$ cat src/rtl/fib_avalon_master.sv
`default_nettype none
// +----------------------------------------------------------------------------+
// | fib_avalon_master                                                          |
// | Avalon-MM initiator: writes N and start to a Fibonacci slave, polls done, |
// | reads the result and returns it on a valid/ready response port.           |
// | Revision: 1.0                                                              |
// +----------------------------------------------------------------------------+
module fib_avalon_master #(
  parameter int READ_LATENCY = 1,
  parameter int MAX_POLLS    = 1024,
  parameter int POLL_GAP     = 0
) (
  input  logic        clk,
  input  logic        reset_n,
  input  logic        cmd_valid,
  output logic        cmd_ready,
  input  logic [31:0] cmd_n,
  output logic        rsp_valid,
  input  logic        rsp_ready,
  output logic [31:0] rsp_result,
  output logic        rsp_timeout,
  output logic [1:0]  avm_address,
  output logic        avm_chipselect,
  output logic        avm_read,
  output logic        avm_write,
  output logic [31:0] avm_writedata,
  input  logic [31:0] avm_readdata
);

  localparam logic [31:0] c_lat_last  = 32'(READ_LATENCY - 1);
  localparam logic [31:0] c_gap_last  = 32'((POLL_GAP > 0) ? POLL_GAP - 1 : 0);
  localparam logic [31:0] c_max_polls = 32'(MAX_POLLS);
  localparam logic        c_has_gap   = (POLL_GAP > 0);

  localparam logic [1:0] c_addr_n      = 2'd0;
  localparam logic [1:0] c_addr_ctrl   = 2'd1;
  localparam logic [1:0] c_addr_result = 2'd2;
  localparam logic [1:0] c_addr_status = 2'd3;

  typedef enum logic [3:0] {
    S_IDLE      = 4'd0,
    S_WR_N      = 4'd1,
    S_WR_GO     = 4'd2,
    S_RD_STAT   = 4'd3,
    S_WAIT_STAT = 4'd4,
    S_GAP       = 4'd5,
    S_RD_RES    = 4'd6,
    S_WAIT_RES  = 4'd7,
    S_RESP      = 4'd8
  } state_t;

  state_t      r_state;
  state_t      w_state_next;
  logic [31:0] r_n;
  logic [31:0] r_polls;
  logic [31:0] r_cnt;
  logic [31:0] r_result;
  logic        r_timeout;
  logic        w_accept;
  logic        w_sample;
  logic        w_counting;
  logic        w_load;
  logic [31:0] w_result_next;
  logic        w_timeout_next;

  assign w_accept   = (r_state == S_IDLE) && cmd_valid;
  assign w_sample   = (r_cnt == c_lat_last);
  assign w_counting = (r_state == S_WAIT_STAT) || (r_state == S_WAIT_RES) ||
                      (r_state == S_GAP);

  always_ff @(posedge clk or negedge reset_n) begin
    if (!reset_n) begin
      r_state   <= S_IDLE;
      r_n       <= '0;
      r_polls   <= '0;
      r_cnt     <= '0;
      r_result  <= '0;
      r_timeout <= 1'b0;
    end else begin
      r_state <= w_state_next;
      // r_cnt measures time spent in the current wait/gap state only
      if ((w_state_next != r_state) || !w_counting) begin
        r_cnt <= '0;
      end else begin
        r_cnt <= r_cnt + 32'd1;
      end
      if (w_accept) begin
        r_n     <= cmd_n;
        r_polls <= '0;
      end else if ((r_state == S_RD_STAT) && (r_polls != '1)) begin
        r_polls <= r_polls + 32'd1;
      end
      if (w_load) begin
        r_result  <= w_result_next;
        r_timeout <= w_timeout_next;
      end
    end
  end

  always_comb begin
    w_state_next   = r_state;
    w_load         = 1'b0;
    w_result_next  = '0;
    w_timeout_next = 1'b0;
    case (r_state)
      S_IDLE: begin
        if (cmd_valid) begin
          w_state_next = S_WR_N;
        end
      end
      S_WR_N:    w_state_next = S_WR_GO;
      S_WR_GO:   w_state_next = S_RD_STAT;
      S_RD_STAT: w_state_next = S_WAIT_STAT;
      S_WAIT_STAT: begin
        if (w_sample) begin
          if (avm_readdata[0]) begin
            w_state_next = S_RD_RES;
          end else if (r_polls == c_max_polls) begin
            w_state_next   = S_RESP;
            w_load         = 1'b1;
            w_timeout_next = 1'b1;
          end else if (c_has_gap) begin
            w_state_next = S_GAP;
          end else begin
            w_state_next = S_RD_STAT;
          end
        end
      end
      S_GAP: begin
        if (r_cnt == c_gap_last) begin
          w_state_next = S_RD_STAT;
        end
      end
      S_RD_RES: w_state_next = S_WAIT_RES;
      S_WAIT_RES: begin
        if (w_sample) begin
          w_state_next  = S_RESP;
          w_load        = 1'b1;
          w_result_next = avm_readdata;
        end
      end
      S_RESP: begin
        if (rsp_ready) begin
          w_state_next = S_IDLE;
        end
      end
      default: w_state_next = S_IDLE;
    endcase
  end

  // Bus signals decode straight from the async-reset state, so they drop with reset_n
  always_comb begin
    avm_address   = '0;
    avm_read      = 1'b0;
    avm_write     = 1'b0;
    avm_writedata = '0;
    case (r_state)
      S_WR_N: begin
        avm_write     = 1'b1;
        avm_address   = c_addr_n;
        avm_writedata = r_n;
      end
      S_WR_GO: begin
        avm_write     = 1'b1;
        avm_address   = c_addr_ctrl;
        avm_writedata = 32'h1;
      end
      S_RD_STAT: begin
        avm_read    = 1'b1;
        avm_address = c_addr_status;
      end
      S_RD_RES: begin
        avm_read    = 1'b1;
        avm_address = c_addr_result;
      end
      default: begin
        avm_read = 1'b0;
      end
    endcase
  end

  assign avm_chipselect = avm_read | avm_write;
  assign cmd_ready      = reset_n && (r_state == S_IDLE);
  assign rsp_valid      = (r_state == S_RESP);
  assign rsp_result     = r_result;
  assign rsp_timeout    = r_timeout;

endmodule
`default_nettype wire

$ cat config.mk
export PLATFORM = sky130hd
export DESIGN_NAME = fib_avalon_master
export DESIGN_NICKNAME = d
export VERILOG_FILES = /design/src/rtl/fib_avalon_master.sv
export SDC_FILE = /design/constraint.sdc
export NUM_CORES = 1
export LEC_CHECK = 0
export ABC_CLOCK_PERIOD_IN_PS = 4220
export BUFFER_PORTS_ARGS = -buffer_cell sky130_fd_sc_hd__buf_2
export CAP_MARGIN = 20
export CELL_PAD_IN_SITES_DETAIL_PLACEMENT = 0
export CELL_PAD_IN_SITES_GLOBAL_PLACEMENT = 1
export CORE_MARGIN = 2
export CORE_UTILIZATION = 35
export CTS_CLUSTER_DIAMETER = 150
export DETAILED_ROUTE_END_ITERATION = 10
export GPL_TIMING_DRIVEN = 0
export PLACE_DENSITY = 0.75
export REMOVE_ABC_BUFFERS = 1
export SYNTH_ARGS = -nofsm -noshare
export SYNTH_HDL_FRONTEND = slang
export SYNTH_SLANG_ARGS = --single-unit
export TNS_END_PERCENT = 50
$ cat constraint.sdc
create_clock -name clk -period 4.22 [get_ports clk]
set_clock_uncertainty 0.2 [all_clocks]
set_input_delay 0.211 -clock clk [delete_from_list [all_inputs] [get_ports clk]]
set_output_delay 0.211 -clock clk [all_outputs]
set_load 0.03 [all_outputs]
==> results of run 1 <==
[how the worst max path moves through the flow]
stage	startpoint	end	slack [ns]	cells past startpoint
2_1_floorplan	r_polls[0]	rsp_result[0]	1.53	7
3_3_place_gp	r_state[1]	avm_writedata[15]	0.31	4
3_5_place_dp	r_cnt[0]	rsp_result[11]	1.56	9
4_1_cts	r_state[1]	avm_writedata[8]	1.19	5
5_1_grt	r_state[1]	avm_writedata[8]	1.07	5
6_report	r_state[1]	avm_writedata[8]	1.26	5
[where the power goes]
| group | internal (mW) | switching, mW |
|---|---|---|
| clock | 0.995 | 0.585 |
| sequential | 1.59 | 0.206 |
| combinational | 0.617 | 1.09 |
[final cells by class]
type / instances / area [um^2]
fillers: 1674 / 9270
inverters: 12 / 45.0
clock buffers: 18 / 429
flip-flops and latches: 133 / 3330
clock inverters: 14 / 199
well taps: 229 / 287
multi-input cells: 491 / 2900
repair buffers: 214 / 1510
[cells by family (layout without fill, tap and decap cells)]
logic type,Yosys count,after routing
compound gates,101,101
xor+xnor,32,32
fa+ha+maj,4,4
buf+inv,50,258
flops,133,133
mux,2,2
simple gates,352,352
[worst max-delay path: stages, from the launching register on]
cell and delay, ns:
dfrtp_1 0.53, nand2b_1 0.28, nor3_2 0.74, buf_6 0.25, and2_1 0.14, buf_2 0.19
[cell usage in the layout (no fill, tap or decap), types with 4 or more instances in the layout]
cell	netlist	final
ha_1	4	4
nand3_1	21	20
nand2b_1	4	4
dlygate4sd3_1	0	66
nor2_1	44	44
nand2_1	129	129
o21ai_0	18	18
o31ai_1	8	8
o211ai_1	6	6
or4_1	6	6
and2_1	38	38
nand4_1	20	20
a21oi_1	21	21
inv_6	0	4
clkinvlp_4	0	4
buf_2	12	138
buf_4	0	4
nor4_1	19	19
a22o_1	32	32
or3_1	16	16
bufinv_16	0	4
clkbuf_16	0	17
nor4b_1	4	4
inv_1	12	12
and3_1	8	7
xor2_1	13	13
and4_1	11	11
dfrtp_1	133	133
xnor2_1	19	19
nor3_1	14	13
[metrics by stage]
stage,worst slack (ns),std cells,utilization,hold slack (ns),power (mW)
after floorplan,1.53,636,-,-0.285,2.89
after global placement,0.311,1004,0.403,0.202,3.40
after detailed placement,1.56,1013,0.412,-0.00620,3.48
after CTS,1.19,1111,0.484,0.0973,5.13
after global routing,1.07,1111,0.484,0.140,5.37
final,1.26,1111,0.484,0.0946,5.08
[state kept, by name, indices dropped and copies added (netlist names)]
register     count
rsp_result      32
r_cnt           32
rsp_timeout      1
r_n             32
r_state          4
r_polls         32
[metal layers]
layer / part of all wire / vias to the layer above / GRT usage
met2: 0.46 / 115 / 0.260
met3: 0.038 / 24 / 0.0389
met1: 0.49 / 2638 / 0.240
met5: 0 / - / 0
li1: - / 2775 / -
met4: 0.017 / 0 / 0.0611
[repair_timing]
action                                  CTS  global route
endpoints found under the setup margin    0             0
hold buffers                             66             0
gates resized for setup                   0             0
hold endpoints to repair                118             0
==> results.toml, run 1 <==
[worst_setup_path]
r2r_end = "rsp_result[14]"
cp_data_arrival_time_ns = 2.55
worstSetupEndpointType = "output port"
rr_worst_depth = 8
critPathRequiredTime_ns = 3.81
cp_max_fo = 16
start_kind = "register"
crit_type = "reg -> out"
timing.rr.start = "r_cnt[0]"
regToRegSetupSlack_ns = 1.55

[final_layout]
stdcell_area_um2 = 8690
nets = 941
n_antenna_cell = 0
drive_gt1_frac = 0.222
area_growth_pct = 35.4

[power]
leakage_nw = 4.03
ir_drop_uv = 420
cellPowerDensity_nw_per_um2 = 585

[clock_network]
clkLatencyLatePin_ns = 0.42
cts.sinks = 133
htreeDepth = 4
cts_buffers = 17
clk_path_buf_depth = 2
post-cts-setup-buffers = 0
clk_pin_slew_ns = 0.06
cts-root-buf = "clkbuf_16"
cts_tree = "built"

[synthesis]
ys.flop_type = "dfrtp_1"
synth-simple-area-share = 0.283
synth_seq_cells = 133
netlist_instances = 674
synthArstFlopShare = 1.00
yosysTopAreaCellShare = 0.519
synth_xor_area_frac = 0.0437
synthMostInstantiatedCell = "dfrtp_1"
netlist_top_cells_count = "dfrtp_1 (133), nand2_1 (129), nor2_1 (44)"
synth_top_area_cell = "dfrtp_1"
synth_edf_count = 0
muxShareOfSynthArea = 0.00312
avgSynthCellArea_um2 = 9.52
synth_top_family_by_area = "simple AND/OR/NAND/NOR gates"
synthTopCellsByArea = "dfrtp_1 (52%), nand2_1 (7.5%), a22o_1 (4.4%)"
synth-seq-area-share = 0.519
synthAdderAreaFrac = 0.00780
syn_area_um2 = 6420
synth_compound_area_frac = 0.112
ys_types = 53
synth_warnings = 0

[sta]
fin_crit_ns = 2.96
max_freq_ghz = 0.337
setup-tns-final_ns = 0
rsz0062_at_grt = "no"
post-route-period-util = 0.702
setup_viol = 0
relSlewSlack = 0.374
hold_viol = 0
worst_pin_slew_ns = 0.935
slew_violations = 0

[drt]
drcViolationCount = 0
viasPerCell = 5.00
drt-initial-drc-count = 405
ant_nets = 0
wl_per_cell_um = 14.6
drt-pass1-iter-count = 6
num_vias = 5552
wl_um = 16200

[grt]
grt_start_max_net_pins = 85
grt_pass1_vias = 5261
grt_pass1_wl_um = 26900
track_usage = 0.171
grt_overflow = 0
antenna_found_initial = 0

[floorplanning]
pin_count = 140
die_x_um = 139
die_area_um2 = 19400
coreArea_um2 = 18000
start_util = 0.357
die_y_um = 139
rows = 49

[placement]
io_buffers = 139
place_area_um2 = 7400
gp_congestion = 0.751
post-dp-hpwl_um = 10500

[min_path]
hold_path_class = "in -> async"

[outcome]
status = "finished, final reports clean"

[flow_run]
maxCapViolCount = 0
No activity file was read; power rests on OpenSTA's default activity.
==> inputs of run 2 (changes only) <==
--- a/config.mk
+++ b/config.mk
@@ -5,7 +5,7 @@
 export SDC_FILE = /design/constraint.sdc
 export NUM_CORES = 1
 export LEC_CHECK = 0
-export ABC_CLOCK_PERIOD_IN_PS = 4220
+export ABC_CLOCK_PERIOD_IN_PS = 2900
 export BUFFER_PORTS_ARGS = -buffer_cell sky130_fd_sc_hd__buf_2
 export CAP_MARGIN = 20
 export CELL_PAD_IN_SITES_DETAIL_PLACEMENT = 0
==> constraint.sdc (replaced) <==
create_clock -name clk -period 2.9 [get_ports clk]
set_clock_uncertainty 0.2 [all_clocks]
set_input_delay 0.145 -clock clk [delete_from_list [all_inputs] [get_ports clk]]
set_output_delay 0.145 -clock clk [all_outputs]
set_load 0.03 [all_outputs]
==> results.toml, run 2 (same netlist as run 1, synthesis figures left out) <==
[grt]
grt_pass1_wl_um = 27000
grt_pass1_vias = 5270
antenna_found_initial = 0
grt_use_met1 = 0.240
grtUsageMet2 = 0.261
met3_usage = 0.0389
grt_start_max_net_pins = 85
busiest_layer = "met2"
track_usage = 0.171
grt_overflow = 0

[floorplanning]
pin_count = 140
start_util = 0.357
die_y_um = 139
coreArea_um2 = 18000
die_x_um = 139
die_area_um2 = 19400
rows = 49

[worst_setup_path]
critPathRequiredTime_ns = 3.05
start_kind = "register"
cp_data_arrival_time_ns = 2.83
worstSetupEndpointType = "register"
crit_type = "reg -> reg"
cp_max_fo = 25

[sta]
slew_violations = 0
hold_viol = 0
worst_pin_slew_ns = 0.739
fin_crit_ns = 2.68
relSlewSlack = 0.503
setup_viol = 0
max_freq_ghz = 0.373
rsz0062_at_grt = "no"
post-route-period-util = 0.924
postLayoutSetupSlackWorst_ns = 0.219

[placement]
io_buffers = 139
dpl.cell_count = 1013
dp_slack_ns = 0.236
gp_congestion = 0.751
post-dp-hpwl_um = 10500

[drt]
drt-initial-drc-count = 409
drt-pass1-iter-count = 4
wl_per_cell_um = 14.6
viasPerCell = 4.99
num_vias = 5544
wl_um = 16200
ant_nets = 0
drcViolationCount = 0

[min_path]
hold_path_class = "in -> async"

[clock_network]
htreeDepth = 4
clk_path_buf_depth = 2
cts_tree = "built"
cts.sinks = 133
cts_buffers = 17
clk_pin_slew_ns = 0.06
clkLatencyLatePin_ns = 0.42
cts-root-buf = "clkbuf_16"

[flow_run]
maxCapViolCount = 0

[final_layout]
final_common_cell = "buf_2"
final_cell_mix = "buf_2 (138), dfrtp_1 (133), nand2_1 (129)"
nets = 941
n_antenna_cell = 0
drive_gt1_frac = 0.222
final_cells = 1111
area_growth_pct = 35.5

[power]
switching_share = 0.371
power_frac_comb = 0.337
intPower_mw = 4.66
leakage_nw = 4.03
cellPowerDensity_nw_per_um2 = 851
netSwitchingPower_mw = 2.75
ir_drop_uv = 612
pwr-share-seq = 0.353
pwr-share-clk = 0.310

[outcome]
status = "finished, final reports clean"
==> run 2: changes by cell type in the layout (fill, tap and decap cells not counted) <==
cell,previous run,this run
nor3_2,1,0
nor3_4,0,1
==> run 2: cell type report <==
class,count,area (um^2)
Inverter,12,45.0
Timing Repair Buffer,214,1510
Multi-Input combinational cell,491,2900
Clock inverter,14,199
Tap cell,229,287
Clock buffer,18,429
Sequential cell,133,3330
Fill cell,1672,9270
==> run 2: final timing paths <==
path / startpoint / to / slack [ns] / cells past startpoint
max in group asynchronous: reset_n / r_n[30] / 1.69 / 3
worst min register to register: r_n[7] / r_n[7] / 0.26 / 2
min in group clk: cmd_valid / r_state[0] / 0.16 / 5
worst max-delay path: r_cnt[0] / rsp_result[14] / 0.22 / 8
worst min-delay path: reset_n / r_polls[20] / 0.03 / 2
worst max register to register: r_cnt[0] / rsp_result[14] / 0.22 / 8
==> run 2: per-stage QoR <==
stage / hold WS, ns / utilization / TNS, ns / power (mW) / cell area, um^2
CTS: 0.0313 / 0.484 / 0 / 7.48 / 8700
global route: 0.0740 / 0.484 / 0 / 7.83 / 8700
finish: 0.0303 / 0.484 / 0 / 7.41 / 8700
floorplan: -0.351 / - / 0 / 4.20 / 6260
detailed placement: -0.0722 / 0.412 / 0 / 5.07 / 7400
global placement: 0.136 / 0.403 / -125.72 / 4.95 / 7240
==> run 2: what timing repair did <==
item / in CTS / in global routing
hold endpoints to repair: 201 / 0
resized for setup: 1 / 0
hold buffers: 66 / 0
buffers inserted: 0 / 0
setup endpoints to repair: 16 / 0
==> run 2: power by group through the flow <==
stage	clock, mW	combinational [mW]	sequential (mW)
detailed placement	0	2.43	2.64
finish	2.30	2.50	2.61
global route	2.45	2.70	2.68
global placement	0	2.34	2.62
CTS	2.36	2.51	2.61
floorplan	0	1.23	2.97
==> run 2: critical path, stage by stage, from the launching register on <==
cell and delay (ns):
dfrtp_1 0.41, inv_1 0.07, ha_1 0.15, nor4b_1 0.30, nand4_1 0.21, nor2_2 0.33, and3_1 0.56, buf_16 0.23
a22o_1 0.15
==> run 2: per-layer routing <==
layer,vias up,part of all wire
li1,2772,-
met1,2636,0.49
met2,114,0.46
met3,22,0.038
met4,0,0.017
met5,-,0
==> inputs of run 3 (changes only) <==
--- a/config.mk
+++ b/config.mk
@@ -5,7 +5,6 @@
 export SDC_FILE = /design/constraint.sdc
 export NUM_CORES = 1
 export LEC_CHECK = 0
-export ABC_CLOCK_PERIOD_IN_PS = 2900
 export BUFFER_PORTS_ARGS = -buffer_cell sky130_fd_sc_hd__buf_2
 export CAP_MARGIN = 20
 export CELL_PAD_IN_SITES_DETAIL_PLACEMENT = 0
@@ -15,6 +14,7 @@
 export CTS_CLUSTER_DIAMETER = 150
 export DETAILED_ROUTE_END_ITERATION = 10
 export GPL_TIMING_DRIVEN = 0
+export MAX_ROUTING_LAYER = met4
 export PLACE_DENSITY = 0.75
 export REMOVE_ABC_BUFFERS = 1
 export SYNTH_ARGS = -nofsm -noshare
==> constraint.sdc (replaced) <==
create_clock -name clk -period 3.2 [get_ports clk]
set_clock_uncertainty 0.2 [all_clocks]
set_input_delay 0.16 -clock clk [delete_from_list [all_inputs] [get_ports clk]]
set_output_delay 0.16 -clock clk [all_outputs]
set_load 0.03 [all_outputs]
==> results.toml, run 3 (same netlist as run 1, synthesis figures left out) <==
[outcome]
status = "finished, final reports clean"

[drt]
viasPerCell = 5.00
drcViolationCount = 0
num_vias = 5560
met1Wirelength_um = 7860
drt-initial-drc-count = 388
wl_um = 16200
dr_wl_met2_um = 7370
dr_wl_met3_um = 648
wl_per_cell_um = 14.5
drt-pass1-iter-count = 6
ant_nets = 0
top_layer = "met4"

[power]
leakage_nw = 4.03
pwr-share-seq = 0.353
power_frac_comb = 0.336
cellPowerDensity_nw_per_um2 = 772
pwr-share-clk = 0.311
ir_drop_uv = 555
netSwitchingPower_mw = 2.49
intPower_mw = 4.22
switching_share = 0.371

[clock_network]
cts_buffers = 17
cts_resized = 0
clkLatencyLatePin_ns = 0.42
clk_path_buf_depth = 2
htreeDepth = 4
clk_pin_slew_ns = 0.06
cts.sinks = 133
cts_tree = "built"
cts-root-buf = "clkbuf_16"

[worst_setup_path]
path_cells = "nand2b_1 -> nor3_2 -> buf_6 -> and2_1 -> buf_2"
rr_worst_depth = 8
startpoint = "r_state[1]"
cp_slowest_cell = "nor3_2"
regToRegSetupSlack_ns = 0.54
worstSetupEndpointType = "output port"
cpPeakStageDelay_ns = 0.74
timing.rr.start = "r_cnt[0]"
path_delay_family = "simple AND/OR/NAND/NOR gates"
crit_type = "reg -> out"
cp_data_arrival_time_ns = 2.55
start_kind = "register"
crit_buf_inv = 2
critPathRequiredTime_ns = 2.84
cp_num_cells = 5
cp_max_fo = 16
critical_path.endpoint = "avm_writedata[8]"
r2r_end = "rsp_result[26]"

[grt]
antenna_found_initial = 0
grt_overflow = 0
track_usage = 0.176
grt_pass1_vias = 5260
grt_pass1_wl_um = 26900
grt_start_max_net_pins = 85

[sta]
relSlewSlack = 0.373
finalHoldWorstSlack_ns = 0.0438
slew_violations = 0
setup-tns-final_ns = 0
setup_viol = 0
fin_crit_ns = 2.91
hold_viol = 0
worst_pin_slew_ns = 0.936
rsz0062_at_grt = "no"
post-route-period-util = 0.911
max_freq_ghz = 0.343

[floorplanning]
start_util = 0.357
die_x_um = 139
rows = 49
die_area_um2 = 19400
coreArea_um2 = 18000
pin_count = 140
die_y_um = 139

[final_layout]
stdcell_area_um2 = 8690
nets = 941
nFillCells = 1674
area_growth_pct = 35.4
final_cells = 1111
n_antenna_cell = 0
final_common_cell = "buf_2"
drive_gt1_frac = 0.222
final_cell_mix = "buf_2 (138), dfrtp_1 (133), nand2_1 (129)"

[min_path]
hold_path_class = "in -> async"

[placement]
dpl.cell_count = 1013
io_buffers = 139
post-dp-hpwl_um = 10500
place_area_um2 = 7400
gp_congestion = 0.761

[flow_run]
maxCapViolCount = 0
run 3: cell counts in the layout (fill, tap and decap cells not counted):
Identical to the previous run, type by type.
run 3: final cells by class:
type | count | area [um^2] | share of cell area
clock buffers | 18 | 429 | 0.0494
clock inverters | 14 | 199 | 0.0229
inverters | 12 | 45.0 | 0.00518
multi-input cells | 491 | 2900 | 0.333
flip-flops and latches | 133 | 3330 | 0.383
well taps | 229 | 287 | 0.0330
repair buffers | 214 | 1510 | 0.173
run 3: worst reg2reg max path, delay by kind of cell (launching register included):
family	cells	cell delay [ns]
and+or+nand+nor	4	1.37
buffers and inverters	2	0.31
DFF	1	0.41
AOI/OAI and AO/OA	1	0.16
adders and majority gates	1	0.15
run 3: repair_timing:
action / in CTS / in global routing
buffers inserted: 0 / 0
endpoints found under the hold margin: 201 / 0
hold buffers: 66 / 0
run 3: how the worst min path moves through the flow:
stage	end	slack (ns)	cells past startpoint
2_1_floorplan	r_cnt[0]	-0.34	0
3_3_place_gp	r_n[28]	0.15	3
3_5_place_dp	r_polls[20]	-0.06	1
4_1_cts	r_polls[20]	0.05	2
5_1_grt	r_polls[20]	0.09	2
6_report	r_polls[20]	0.04	2
run 3: power by group through the flow:
| stage | Clock [mW] | Combinational (mW) | Sequential (mW) |
|---|---|---|---|
| floorplan | 0 | 1.11 | 2.69 |
| global placement | 0 | 2.12 | 2.37 |
| detailed placement | 0 | 2.20 | 2.39 |
| CTS | 2.13 | 2.27 | 2.36 |
| global route | 2.22 | 2.44 | 2.43 |
| finish | 2.09 | 2.25 | 2.37 |
run 3: layer usage:
metal	up-vias	GRT usage
met5	-	-
met4	0	0.0611
met3	26	0.0389
met2	127	0.260
met1	2632	0.240
li1	2775	-
run 3: metrics by stage:
step | setup slack [ns] | power, mW | utilization
after floorplan | 0.505 | 3.80 | -
after global placement | -0.658 | 4.49 | 0.403
after detailed placement | 0.536 | 4.60 | 0.412
after CTS | 0.223 | 6.77 | 0.484
after global routing | 0.102 | 7.08 | 0.484
final | 0.286 | 6.71 | 0.484
